$ cat config.mk
export PLATFORM = sky130hd
export DESIGN_NAME = systolic_skew_feeder
export DESIGN_NICKNAME = d
export VERILOG_FILES = /design/src/rtl/systolic_skew_feeder.sv
export SDC_FILE = /design/constraint.sdc
export NUM_CORES = 2
export LEC_CHECK = 0
export BUFFER_PORTS_ARGS = -buffer_cell sky130_fd_sc_hd__buf_2
export CAP_MARGIN = 15
export CORE_UTILIZATION = 50
export DETAILED_ROUTE_END_ITERATION = 16
export PLACE_DENSITY = 0.74
export SYNTH_ARGS = -nofsm -noshare
export SYNTH_HDL_FRONTEND = slang
export SYNTH_SLANG_ARGS = --single-unit
$ cat constraint.sdc
create_clock -name clk -period 1.8 [get_ports clk]
set_clock_uncertainty 0.05 [all_clocks]
set_input_delay 0.54 -clock clk [delete_from_list [all_inputs] [get_ports clk]]
set_output_delay 0.54 -clock clk [all_outputs]
set_load 0.05 [all_outputs]
$ cat src/rtl/systolic_skew_feeder.sv
// Left-edge feeder for the systolic array: takes one ROWS-wide activation vector per
// handshake and staggers it so row i leaves i cycles after row 0, then drains and signals done.
module systolic_skew_feeder #(
  parameter int DATA_WIDTH = 32,
  parameter int ROWS       = 10,
  parameter int CNT_WIDTH  = 16
) (
  input  logic                  clk,
  input  logic                  rst,
  input  logic                  in_valid,
  output logic                  in_ready,
  input  logic [DATA_WIDTH-1:0] in_data [ROWS],
  input  logic                  in_last,
  output logic [ROWS-1:0]       en_left,
  output logic [DATA_WIDTH-1:0] data_left [ROWS],
  output logic                  busy,
  output logic                  done,
  output logic [CNT_WIDTH-1:0]  beat_cnt,
  output logic [1:0]            dbg_state
);

  localparam int DCW = (ROWS > 1) ? $clog2(ROWS) : 1;

  typedef enum logic [1:0] {
    S_IDLE   = 2'd0,
    S_STREAM = 2'd1,
    S_DRAIN  = 2'd2
  } state_t;

  state_t                r_state;
  state_t                w_next;
  logic [DCW-1:0]        r_drain_cnt;
  logic [CNT_WIDTH-1:0]  r_beat_cnt;
  logic                  w_accept;

  // Handshake: a beat transfers on a rising edge where in_valid && in_ready; in_ready
  // depends only on state, and upstream must hold in_valid/in_data/in_last until it transfers.
  assign w_accept = in_valid && in_ready;

  always_ff @(posedge clk) begin
    if (rst) begin
      r_state <= S_IDLE;
    end else begin
      r_state <= w_next;
    end
  end

  always_comb begin
    w_next = r_state;
    case (r_state)
      S_IDLE:   if (w_accept) w_next = in_last ? S_DRAIN : S_STREAM;
      S_STREAM: if (w_accept && in_last) w_next = S_DRAIN;
      S_DRAIN:  if (r_drain_cnt == '0) w_next = S_IDLE;
      default:  w_next = S_IDLE;
    endcase
  end

  always_comb begin
    in_ready  = (r_state != S_DRAIN);
    busy      = (r_state != S_IDLE);
    done      = (r_state == S_DRAIN) && (r_drain_cnt == '0);
    dbg_state = r_state;
  end

  // Counts the ROWS-1 cycles between the last beat leaving row 0 and leaving row ROWS-1.
  always_ff @(posedge clk) begin
    if (rst) begin
      r_drain_cnt <= '0;
    end else if (w_accept && in_last) begin
      r_drain_cnt <= DCW'(ROWS - 1);
    end else if (r_state == S_DRAIN && r_drain_cnt != '0) begin
      r_drain_cnt <= r_drain_cnt - 1'b1;
    end
  end

  always_ff @(posedge clk) begin
    if (rst) begin
      r_beat_cnt <= '0;
    end else if (w_accept) begin
      if (r_state == S_IDLE) begin
        r_beat_cnt <= CNT_WIDTH'(1);
      end else if (r_beat_cnt != '1) begin
        r_beat_cnt <= r_beat_cnt + 1'b1;
      end
    end
  end

  assign beat_cnt = r_beat_cnt;

  // Row g owns g+1 stages; bubbles enter with zero data, so data_left is zero whenever en_left is.
  for (genvar g = 0; g < ROWS; g++) begin : g_row
    logic [g:0]            r_en;
    logic [DATA_WIDTH-1:0] r_dat [g+1];

    always_ff @(posedge clk) begin
      if (rst) begin
        r_en <= '0;
        for (int s = 0; s <= g; s++) r_dat[s] <= '0;
      end else begin
        r_en[0]  <= w_accept;
        r_dat[0] <= w_accept ? in_data[g] : '0;
        for (int s = 1; s <= g; s++) begin
          r_en[s]  <= r_en[s-1];
          r_dat[s] <= r_dat[s-1];
        end
      end
    end

    assign en_left[g]   = r_en[g];
    assign data_left[g] = r_dat[g];
  end

endmodule

Yosys cells after proc, flatten, opt, wreduce, memory -nomap -nowiden
Memories as Yosys holds them, arrays and structs flattened.
Index checks and enable logic that the tools add are counted.
- memory bits (read-only): 0
- latch bits: 0
- flip-flop bits (word level): 77
- word-level logic and storage cells: 179
- bits of input ports: 324
- memories: 10
- bits in writable memories: 1760
- output and inout bits: 351
- memories (name ; depth ; bits a word ; read ports ; clocked after Yosys merged registers in ; write ports ; RTL line ; RTL):
    g_row[9].r_dat ; 10 ; 32 ; 10 ; 0 ; 10 ; 93 ; logic [DATA_WIDTH-1:0] r_dat [g+1];
    g_row[8].r_dat ; 9 ; 32 ; 9 ; 0 ; 9 ; 93 ;
    g_row[7].r_dat ; 8 ; 32 ; 8 ; 0 ; 8 ; 93 ;
    g_row[6].r_dat ; 7 ; 32 ; 7 ; 0 ; 7 ; 93 ;
    g_row[5].r_dat ; 6 ; 32 ; 6 ; 0 ; 6 ; 93 ;
    g_row[4].r_dat ; 5 ; 32 ; 5 ; 0 ; 5 ; 93 ;
    +4 memories ; - ; - ; - ; - ; - ; - ;
- add/sub/neg operators: 2
- mux-type cells: 78
- multipliers: 0
- eq/ne operators: 7
- reductions and logical operators: 14
- $lt $le $gt $ge: 0
- div/mod/pow operators: 0
- shifts and indexed selects: 0
- bitwise logic cells: 54
- operators by type and width (kind ; number):
    two-way mux 32 bit ; 65
    bitwise OR 1 bit ; 54
    two-way mux 16 bit ; 2
    OR reduction 32 bit ; 1
    adder 16 x 1 -> 16 bit (second input constant) ; 1
    inequality test 16 bit (second input constant) ; 1
    two-way mux 2 bit ; 4
    two-way mux 4 bit ; 2
    inequality test 2 bit (second input constant) ; 3
    case mux 2 bit (3 select lines) ; 1
    nonzero test 2 bit ; 3
    logical AND 1 bit ; 4
    logical NOT 4 bit ; 1
    two-way mux 1 bit ; 4
    nonzero test 4 bit ; 1
    subtractor 4 x 1 -> 4 bit (second input constant) ; 1
    AND reduction 3 bit ; 1
    equality test 2 x 1 -> 1 bit (second input constant) ; 1
    equality test 2 bit (second input constant) ; 1
    logical NOT 2 bit ; 1
    inequality test 2 x 1 -> 1 bit (second input constant) ; 1
    AND reduction 2 bit ; 1
    OR reduction 2 bit ; 1

Longest topological paths before layout
- word-level depth: 5
- mapped depth: 6
- mapped depth without buffers: 6

Least setup slack after synthesis
No wires, ideal clock.
- kind: register to output
- from: register r_state[1] (netlist: dbg_state[1])
- to: output done
- buffers on the path: 0
- required time: 1210 ps
- arrival time: 1986 ps
- path slack: -776 ps
- stages on the path, launching flop included: 4
- path through: dfxtp_1 nor2b_1 inv_1 nor2_1
- cells in the longest elaborated chain, start to end: 2
- ends and longest elaborated chain (item ; RTL line ; RTL):
    from (decl) ; 30 ; state_t r_state;
    from (signal assigned) ; 44 ; r_state <= w_next;
    equality test 2 bit ; 61 ; done = (r_state == S_DRAIN) && (r_drain_cnt == '0);
    logical AND 1 bit ; 61 ;
    to (decl) ; 17 ; output logic done,
Every way passes these cells.

Worst setup path after layout
- from: register r_drain_cnt[1]
- to: output done
- cells in the longest elaborated chain, start to end: 2
- ends and longest elaborated chain (item ; RTL line ; RTL):
    from (decl) ; 32 ; logic [DCW-1:0] r_drain_cnt;
    from (signal assigned) ; 70 ; r_drain_cnt <= DCW'(ROWS - 1);
    from (signal assigned) ; 72 ; r_drain_cnt <= r_drain_cnt - 1'b1;
    logical NOT 4 bit ; 61 ;
    logical AND 1 bit ; 61 ;
Every way passes these cells.

==> impl_metrics.ini <==
[sta]
drv_slew = 0
worst_slack_ns = -0.7964
min_period_over_period = 1.442
fmax_mhz = 385.1
hold_viol = 0
max-slew-margin-rel = 0.6768
timing.hold.ws_ns = 0.09362
setup_violations = 400
rsz0062_at_grt = yes
min_period_ns = 2.596
tightest_slew_ns = 0.4726

[drt]
drt-vias-per-instance = 4.527
drt-total-wl_mm = 111.0
post-route-drc-count = 0
drtPass1Iterations = 5
post_drt_wl_per_cell_um = 17.30
ant_nets = 0
num_vias = 29038
drtIter0Drc = 1728

[global_routing]
grt_use_met3 = 0.04541
grtUsageMet1 = 0.2314
grt_pass1_wl_mm = 165.8
grt_start_max_net_pins = 94
grt_util_met2 = 0.3612
overflow = 0
antenna_found_initial = 7
grt.total_usage = 0.2104
grt_pass1_vias = 29752
top_usage_layer = met2

[floorplan]
ios = 675
die_h_um = 317.6
core_area_um2 = 98560
start_util = 0.5053
die_w_um = 317.6
rows = 115
dieArea_um2 = 100900

[synthesis]
syn_nets = 4401
ys_ff_latch = 1792
async_flop_share = 0
synthDistinctLibCells = 48
synthFlopType = dfxtp_1
synth_warnings = 0
syn_inst = 4075
yosysSeqAreaShare = 0.7203
synth_edf_count = 0
syn_area_um2 = 49810
syn_area_per_cell_um2 = 12.22

[clocking]
cts-htree-levels = 4
clock-sinks = 1792
cts_buffer_depth = 3
cts_buffers = 166
clk_latency_ns = 0.75
path_clk_slew_ns = 0.07
cts_tree = yes
root_buffer = clkbuf_16

[setup_path]
start_kind = register
end_kind = primary output
criticalPathCategory = register to primary output
worstPathRequired_ns = 1.21
path_max_fanout = 2
cp.arrival_ns = 2.01

[placed_design]
placed_area_um2 = 54060
portBuffers = 674
dp_hpwl_mm = 56.36
place_congestion = 0.8580

[layout]
area_growth_pct = 34.58
drive_gt1_frac = 0.2833
fin_area_um2 = 67030
fin_nets = 5309
fillers = 6273
regArea_um2 = 36410
multi_input_area_um2 = 11920
utilization = 0.6800

[worst_hold_path]
hold_path_class = primary input to register

[power]
ir_worst_vdd_uv = 971.8
p_leak_nw = 28.68
power-per-cell-area_nw_per_um2 = 1170

[outcome]
failed_checks = negative setup slack
outcome = complete, but fails checks

[run]
drv.max_cap_violation_count = 0
cell usage after synthesis, types with 2 or more instances:
library cell	count	area, µm²
dfxtp_1	1792	35870
nor2b_1	1450	9071
and3_1	324	2027
clkbuf_1	233	874.6
buf_4	161	1209
nand2_1	13	48.80
nor2_1	12	45.04
nand3_1	11	55.05
a21oi_1	7	35.03
inv_1	7	26.28
a311oi_1	5	43.79
nor3_1	5	25.02
a211oi_1	4	30.03
a31o_2	3	26.28
a31oi_1	3	18.77
nand4_1	3	18.77
o21ai_0	3	15.01
a2111oi_0	2	17.52
a221oi_2	2	30.03
buf_2	2	10.01
ha_1	2	25.02
o211a_1	2	20.02
o21a_1	2	15.01
o21ai_1	2	10.01
xnor2_1	2	17.52
worst paths after layout:
check,to,from,cells after the start,slack (ns)
max,done,r_drain_cnt[1]$_SDFFE_PP0P_,5,-0.80
min,beat_cnt[1]$_SDFFE_PP0P_,rst,4,0.09
max reg2reg,g_row[0].r_dat[0][16]$_SDFF_PP0_,dbg_state[1]$_SDFFE_PP0P_,7,-0.08
min reg2reg,g_row[9].r_dat[5][28]$_SDFF_PP0_,g_row[9].r_dat[4][28]$_SDFF_PP0_,1,0.37
sequential cells by signal (all words and copies together) (netlist names):
register / count
g_row.r_dat: 1760
beat_cnt: 16
g_row.r_en: 10
r_drain_cnt: 4
dbg_state: 2
final cells by class:
class                   instances  share of cell area
flip-flops and latches       1792              0.5433
multi-input cells            1877              0.1778
repair buffers               1138              0.1732
clock buffers                 251             0.07185
well taps                    1287             0.02402
clock inverters                55            0.008886
inverters                       8           0.0006347
diodes                          7           0.0002613
through the flow:
step | setup WS, ns | setup TNS [ns] | power (mW) | instances
2_1_floorplan | -0.05004 | -30.05 | 42.87 | 4075
3_3_place_gp | -0.1601 | -0.9592 | 43.84 | 5749
3_5_place_dp | -0.1547 | -2.009 | 43.89 | 5749
4_1_cts | -0.7952 | -31.64 | 78.54 | 6397
5_1_grt | -0.8546 | -33.07 | 81.12 | 6415
6_report | -0.7964 | -10.77 | 78.43 | 6415
cells in the final DEF, fill, tap and decap left out, types with 9 or more instances in the layout:
cell type,count
dfxtp_4,41
nor2b_1,1449
dlygate4sd3_1,322
buf_6,63
buf_4,96
nand3_1,9
nor2_1,9
and3_1,324
buf_12,63
nand2_1,12
buf_8,272
clkbuf_16,168
dfxtp_1,1442
clkbuf_1,53
buf_2,322
dfxtp_2,309
clkinv_2,27
clkbuf_8,30
worst max-delay path, cell delays in order (launching register included):
cell,delay (ns)
dfxtp_2,0.33
inv_2,0.08
ha_4,0.14
or3b_4,0.41
nor2_4,0.14
buf_6,0.17
power by group:
part	internal (mW)	total, mW	switching [mW]
logic	1.70	3.52	1.82
registers	40.3	40.5	0.223
clock network	19.5	34.4	14.9
routing by layer:
metal  share of wire  routed length [µm]  up-vias
met4           0.072                7950        0
met3           0.050                5565      406
li1                -                   -    14301
met2            0.49               54550      971
met1            0.39               42900    13360
met5               0                   0        -
what timing repair did:
action                                  CTS  global route
pin swaps                                 2             8
endpoints found under the hold margin   322             0
resized for setup                      1348            81
hold buffers                            322             0
setup endpoints to repair               351           365
setup buffers                            22            11
gates cloned                              0             0
cell families after synthesis:
family                   Yosys count  synth area share
AO/OA/AOI/OAI                     44          0.006984
XOR/XNOR                           3         0.0005277
flip-flops                      1792            0.7203
multiplexers                       2         0.0004271
buffers and inverters            406           0.04293
adder cells (fa/ha/maj)            2         0.0005024
AND/OR/NAND/NOR                 1826            0.2283
No activity file was read; power rests on OpenSTA's default activity.
